[src/rtl/snake_pkg.sv]
// Shared game package: grid geometry, grid/position types, the grid2pos FSM
// state encoding, and the cell lookup that maps a linear position to its bit.
// Position p lives in row p/16 with column 0 held in the MSB of each row word.
package snake_pkg;

    localparam int GRID_DIM = 16;   // cells per row and per column
    localparam int POS_W    = 8;    // log2(GRID_DIM*GRID_DIM)
    localparam int CNT_W    = 9;    // wide enough to hold GRID_DIM*GRID_DIM
    localparam int COL_W    = 4;    // log2(GRID_DIM)

    typedef logic [GRID_DIM-1:0][GRID_DIM-1:0] grid_t;
    typedef logic [POS_W-1:0]                  pos_t;
    typedef logic [CNT_W-1:0]                  cnt_t;

    typedef enum logic [1:0] {
        IDLE,
        SCAN,
        EMIT,
        DONE
    } g2p_state_t;

    // Column 0 is the MSB of a row, hence the reversal on the low index bits.
    function automatic logic cell_at(input grid_t g, input pos_t p);
        return g[p[POS_W-1:COL_W]][COL_W'(GRID_DIM-1) - p[COL_W-1:0]];
    endfunction

endpackage

[src/rtl/grid2pos.sv]
// Scans a snapshot of a 16x16 occupancy bitmap and streams the index of every set cell.
// Latency: start -> first cell examined next cycle; one cycle per cell plus one EMIT cycle per hit.
// Backpressure: pos is held in EMIT until pos_ready; the scan pauses, nothing is dropped or repeated.
//
// Ports:
//   clk, reset_n        clock, asynchronous active-low reset
//   start               one-cycle request to snapshot grid and scan (ignored unless idle)
//   grid                occupancy bitmap, cell p at grid[p>>4][15-(p%16)]
//   pos_valid/pos_ready position stream handshake; pos = row*16 + col
//   busy                high while scanning or emitting
//   done                one-cycle pulse when the scan finishes; count is then valid
//   count               number of set cells found in the last completed scan
module grid2pos
    import snake_pkg::*;
(
    input  logic  clk,
    input  logic  reset_n,
    input  logic  start,
    input  grid_t grid,
    input  logic  pos_ready,
    output logic  pos_valid,
    output pos_t  pos,
    output logic  busy,
    output logic  done,
    output cnt_t  count
);

    localparam pos_t POS_LAST = pos_t'(GRID_DIM*GRID_DIM - 1);

    g2p_state_t state;
    grid_t      snap;
    pos_t       idx;

    // All outputs are registered alongside the state so pos_valid, busy and
    // done are decided one cycle ahead and never see pos_ready combinationally.
    always_ff @(posedge clk or negedge reset_n) begin
        if (!reset_n) begin
            state     <= IDLE;
            snap      <= '0;
            idx       <= '0;
            pos       <= '0;
            count     <= '0;
            pos_valid <= 1'b0;
            busy      <= 1'b0;
            done      <= 1'b0;
        end else begin
            done <= 1'b0;
            case (state)
                IDLE: begin
                    if (start) begin
                        snap  <= grid;
                        idx   <= '0;
                        count <= '0;
                        busy  <= 1'b1;
                        state <= SCAN;
                    end
                end

                SCAN: begin
                    if (cell_at(snap, idx)) begin
                        pos       <= idx;
                        count     <= count + 1'b1;
                        pos_valid <= 1'b1;
                        state     <= EMIT;
                    end else if (idx == POS_LAST) begin
                        // Explicit end test: idx must not wrap back to 0.
                        busy  <= 1'b0;
                        done  <= 1'b1;
                        state <= DONE;
                    end else begin
                        idx <= idx + 1'b1;
                    end
                end

                EMIT: begin
                    if (pos_ready) begin
                        pos_valid <= 1'b0;
                        if (idx == POS_LAST) begin
                            busy  <= 1'b0;
                            done  <= 1'b1;
                            state <= DONE;
                        end else begin
                            idx   <= idx + 1'b1;
                            state <= SCAN;
                        end
                    end
                end

                DONE: begin
                    // start is deliberately not sampled here.
                    state <= IDLE;
                end

                default: begin
                    state     <= IDLE;
                    pos_valid <= 1'b0;
                    busy      <= 1'b0;
                end
            endcase
        end
    end

endmodule

[config.mk]
export PLATFORM = sky130hd
export DESIGN_NAME = grid2pos
export DESIGN_NICKNAME = d
export VERILOG_FILES = /design/src/rtl/snake_pkg.sv /design/src/rtl/grid2pos.sv
export SDC_FILE = /design/constraint.sdc
export NUM_CORES = 1
export LEC_CHECK = 0
export BUFFER_PORTS_ARGS = -buffer_cell sky130_fd_sc_hd__buf_2
export CAP_MARGIN = 20
export CORE_ASPECT_RATIO = 1.75
export CORE_MARGIN = 5
export CORE_UTILIZATION = 59
export CTS_BUF_LIST = sky130_fd_sc_hd__clkbuf_16
export DETAILED_ROUTE_END_ITERATION = 10
export PLACE_DENSITY = 0.88
export SYNTH_ARGS = -nofsm -noshare
export SYNTH_HDL_FRONTEND = slang
export SYNTH_SLANG_ARGS = --single-unit
[constraint.sdc]
create_clock -name clk -period 6.4 [get_ports clk]
set_input_delay 0 -clock clk [delete_from_list [all_inputs] [get_ports clk]]
set_output_delay 0 -clock clk [all_outputs]
set_load 0.01 [all_outputs]
# == Yosys cells after proc, flatten, opt, wreduce, memory -nomap -nowiden ==
# Index checks and enable logic that the tools add are counted.
# totals
register_bits,286
in_bits,260
output_inout_bits,20
elab_cells,77
# classes
order_cmp,2
mux,30
reduce_logical,10
n_eq_ne,9
add_sub_neg,3
# ops
op,n
binary-select mux 16 bit (select 4 bit),1
two-way mux 8 bit,4
case mux 8 bit (3 select lines),1
two-way mux 9 bit,2
case mux 9 bit (2 select lines),1
two-way mux 16 bit,1
< comparator 4 x 5 -> 1 bit (second input constant),2
two-way mux 1 bit,10
two-way mux 2 bit,5
adder 9 x 1 -> 9 bit (second input constant),1
AND reduction 3 bit,3
adder 8 x 1 -> 8 bit (second input constant),1
== test 8 bit (second input constant),1
inequality test 2 bit (second input constant),4
case mux 2 bit (4 select lines),1
binary-select mux 1 bit (select 4 bit),1
== test 2 bit (second input constant),2
case mux 1 bit (2 select lines),2
AND reduction 2 bit,2
AND reduction 4 bit,1
nonzero test 2 bit,2
subtractor 4 bit (first input constant),1
inequality test 3 bit (second input constant),1
case mux 1 bit (3 select lines),1
3 further kinds,3

# == Longest topological paths before layout ==
# depth
word_depth,6
mapped_depth,12
ltp_nobuf,9

# == Least setup slack after synthesis ==
# OpenSTA, ideal clock, no wires.
# synth_timing
kind,register to register
startpoint,reg idx[4]
endpoint,reg count[7]
period_less_slack_ps,2725
arrival_ps,2601
path_slack_ps,3675
required_ps,6276
path_stages_with_launch,12
n_path_buf,3
setup_time_ps,124
cell_sequence,dfrtp_1 > buf_6 > buf_6 > mux4_2 > a22oi_1 > a21oi_1 > a211o_1 > o31ai_2 > o21a_1 > buf_2 > nor3_1 > a211o_1
# synth_between
elab_chain_len,6
# synth_lines
element,line_no,text
start: declaration,grid2pos.sv:32,pos_t idx;
start signal: assignment,grid2pos.sv:71,idx <= idx + 1'b1;
start signal: assignment,grid2pos.sv:83,idx <= idx + 1'b1;
binary-select mux 16 bit (select 4 bit),snake_pkg.sv:24,return g[p[POS_W-1:COL_W]][COL_W'(GRID_DIM-1) - p[COL_W-1:0]];
two-way mux 16 bit (implied by the code),snake_pkg.sv:24,
binary-select mux 1 bit (select 4 bit),snake_pkg.sv:24,
two-way mux 1 bit (implied by the code),snake_pkg.sv:24,
inequality test 2 bit (no line),-,
AND reduction 3 bit (no line),-,
end signal: assignment,grid2pos.sv:62,count <= count + 1'b1;
end: declaration,grid2pos.sv:25,output cnt_t count
# Every way passes these cells. The select of a mux whose other input is x is not followed.
# A chain may end at the register's enable or synchronous reset.

# == Final worst setup path ==
# layout_timing
startpoint,reg idx[6]
endpoint,reg busy
# layout_between
elab_chain_len,6
elab_cells_between_ends,11
classes_between,eq/ne: 2; mux: 8; reduce/logical: 1
# layout_lines
element,line_no,text
binary-select mux 16 bit (select 4 bit),snake_pkg.sv:24,
two-way mux 16 bit (implied by the code),snake_pkg.sv:24,
binary-select mux 1 bit (select 4 bit),snake_pkg.sv:24,
two-way mux 1 bit (implied by the code),snake_pkg.sv:24,
inequality test 2 bit (no line),-,
AND reduction 4 bit (no line),-,
end signal: assignment,grid2pos.sv:44,busy <= 1'b0;
end signal: assignment,grid2pos.sv:54,busy <= 1'b1;
end signal: assignment,grid2pos.sv:67,busy <= 1'b0;
end: declaration,grid2pos.sv:23,"output logic busy,"
# Parallel ways exist; a longest one is shown, timed or not. The select of a mux whose other input is x is not followed.

==> flow_summary.ini <==
[status]
status = complete, no violations

[timing]
setup_viol = 0
slew_headroom_pct = 24.0
layout_setup_ws_ns = 1.93
finalCritPeriodShare_pct = 69.9
fmax_mhz = 224
final.setup.tns_ns = 0
period_minus_slack_ns = 4.47
holdWs_ns = 0.101
rsz0062_at_grt = false
worstMarginPinSlew_ns = 1.14
drv_slew = 0
final-hold-violation-count = 0
finClkSkew_ns = 0.0146

[detailed_routing]
antenna_left = 0
drc = 0
wl_per_cell_um = 28.4
vias = 11100
vias_per_cell = 6.39
routed_wirelength_um = 49300
drt_iter0_drc = 1229
dr.pass1.iters = 5

[synthesis]
synth_cells = 898
synthXorXnorAreaFrac_pct = 0
synth_compound_area_share_pct = 6.40
synth_area_per_cell_um2 = 14.7
synth_top_family_by_area = multiplexers
synth-simple-area-share_pct = 2.98
async_flop_share_pct = 100
ys_types = 58
yosys-mux-area-fraction_pct = 33.4
yosysSeqAreaShare_pct = 54.0
ys.warnings.count = 0
synth.ff_latch_count = 286
synth_nets = 1164
synth-edff-count = 0
synthAdderAreaFrac_pct = 0.567
synth_area_um2 = 13200
synthFlopType = dfrtp_1

[place]
portBuffers = 279
place_worst_setup_slack_ns = 2.34
placed_cells = 1417
hpwl_um = 25800
placed_cell_area_um2 = 14800
routabilityCongestion = 0.918

[global_route]
grt.overflow.total = 0
antenna_found_initial = 14
grt_pass1_vias = 12400
grt_first_pass_wirelength_um = 73300
grt_use_total_pct = 38.8
grt_max_degree = 178

[final_layout]
layoutNonFillerInstCount = 1736
final_common_cell = dfrtp_1
fin_area_um2 = 18200
syn2layout_area_growth_pct = 37.5
drive_above_1_share_pct = 45.8
final_cell_mix = 284 x dfrtp_1, 278 x buf_2, 259 x mux2_2
finalCoreUtilization_pct = 82.2
nNetsFinal = 1673
fillerInstances = 1098

[floorplan]
start_util_pct = 59.8
core-area_um2 = 22200
die_h_um = 208
die-area_um2 = 25700
rows = 72
die_x_um = 123
io_pins = 280

[pwr]
pwr-share-clk_pct = 17.5
power_mw = 8.69
powerDensity_nw_per_um2 = 477
p_sw_share_pct = 37.7
pwr-share-seq_pct = 41.0
p_switching_mw = 3.28
p_leak_nw = 8.08
ir_worst_vdd_v = 0.000349
combPwrFrac_pct = 41.5
internal_power_mw = 5.41

[setup_path]
crit_family = compound AO/OA/AOI/OAI gates
cp_max_fo = 23
cp.depth = 7
critPathSlowestCell = nor2b_1
reg2reg_depth = 7
slowest_delay_ns = 1.02
path_buf_inv = 0
cp.arrival_ns = 4.89
worstPathCellList = nor2b_1 > a22oi_1 > a211oi_1 > o31ai_2 > o21ai_2 > nand2_1 > a221o_1
path_class = reg -> reg
start_kind = flop
end_kind = flop
worstPathRequired_ns = 6.82

[clock_network]
cts.sinks = 286
htreeDepth = 1
clk_path_buf_depth = 3
cts_buffers = 26
clk_latency_ns = 0.55
cts.clk_slew.worst_paths_ns = 0.07
cts-resized-gates = 0
cts_tree = built
post_cts_buffers = 0
cts_root_buf = clkbuf_16

[flow_run]
max_cap_violations = 0

[min_path]
min-delay-path-class = in -> async
-- worst register-to-register path, cell delays in order, from the launching register on --
cell and delay, ns:
dfrtp_1 0.72, nor2b_1 1.02, a22oi_1 0.28, a211oi_1 0.54, o31ai_2 0.18, o21ai_2 0.81
nand2_1 0.38, a221o_1 0.41
-- power by group through the flow --
stage	Combinational (mW)	Clock (mW)	Sequential [mW]
after floorplan	2.63	0	3.02
after global placement	3.08	0	3.35
after detailed placement	3.19	0	3.41
after CTS	3.35	1.49	3.39
after global routing	3.79	1.59	3.60
final	3.60	1.52	3.56
-- metal layers --
layer	up-vias	track usage (%)	wire length (um)
li1	4443	-	-
met1	5525	39.9	14800
met2	769	66.6	25900
met3	355	7.96	3450
met4	0	30.9	5110
met5	-	0	0
-- what timing repair did --
action	CTS	global route
endpoints found under the hold margin	367	0
hold buffers	258	0
setup endpoints to repair	0	0
-- flip-flops by register name, indices dropped and copies added (netlist names) --
register   flops
pos            8
done           1
count          9
pos_valid      1
busy           1
idx            8
snap         256
state          2
-- final cells by class --
| class | instances | area [um2] | area share [%] |
|---|---|---|---|
| diodes | 15 | 37.5 | 0.206 |
| clock buffers | 27 | 676 | 3.71 |
| clock inverters | 19 | 110 | 0.604 |
| inverters | 13 | 48.8 | 0.268 |
| multi-input cells | 535 | 5750 | 31.6 |
| flip-flops and latches | 286 | 7160 | 39.3 |
| well taps | 296 | 370 | 2.03 |
| repair buffers | 545 | 4060 | 22.3 |
-- Yosys cell counts, types with 8 or more instances --
cell type  count  share of area (%)
a211oi_1       8               0.45
o21ai_0       20               0.76
buf_2          8               0.30
nor3_1        12               0.45
dfrtp_1      286                 54
o211ai_1      11               0.62
a21oi_1       16               0.60
nor2_1        17               0.48
mux4_2        64                 11
a22oi_1       19                1.1
clkbuf_1      45                1.3
nand2_1       22               0.62
mux2_2       259                 22
inv_1         11               0.31
-- kinds of logic after synthesis --
group,count (synthesis)
and+or+nand+nor,81
adders and majority gates,6
muxes,330
DFF,286
AOI/OAI and AO/OA,118
buffers and inverters,77
-- final timing paths --
kind                            slack (ns)   endpoint      from
worst min register to register        0.51   snap[33]  snap[33]
worst max register to register        1.93       busy    idx[6]
min in group clk                      0.15   count[6]     start
worst max-delay path                  1.93       busy    idx[6]
max in group asynchronous             4.73     idx[4]   reset_n
worst min-delay path                  0.10  snap[115]   reset_n
Note: power is estimated with default switching activity, not from simulation.
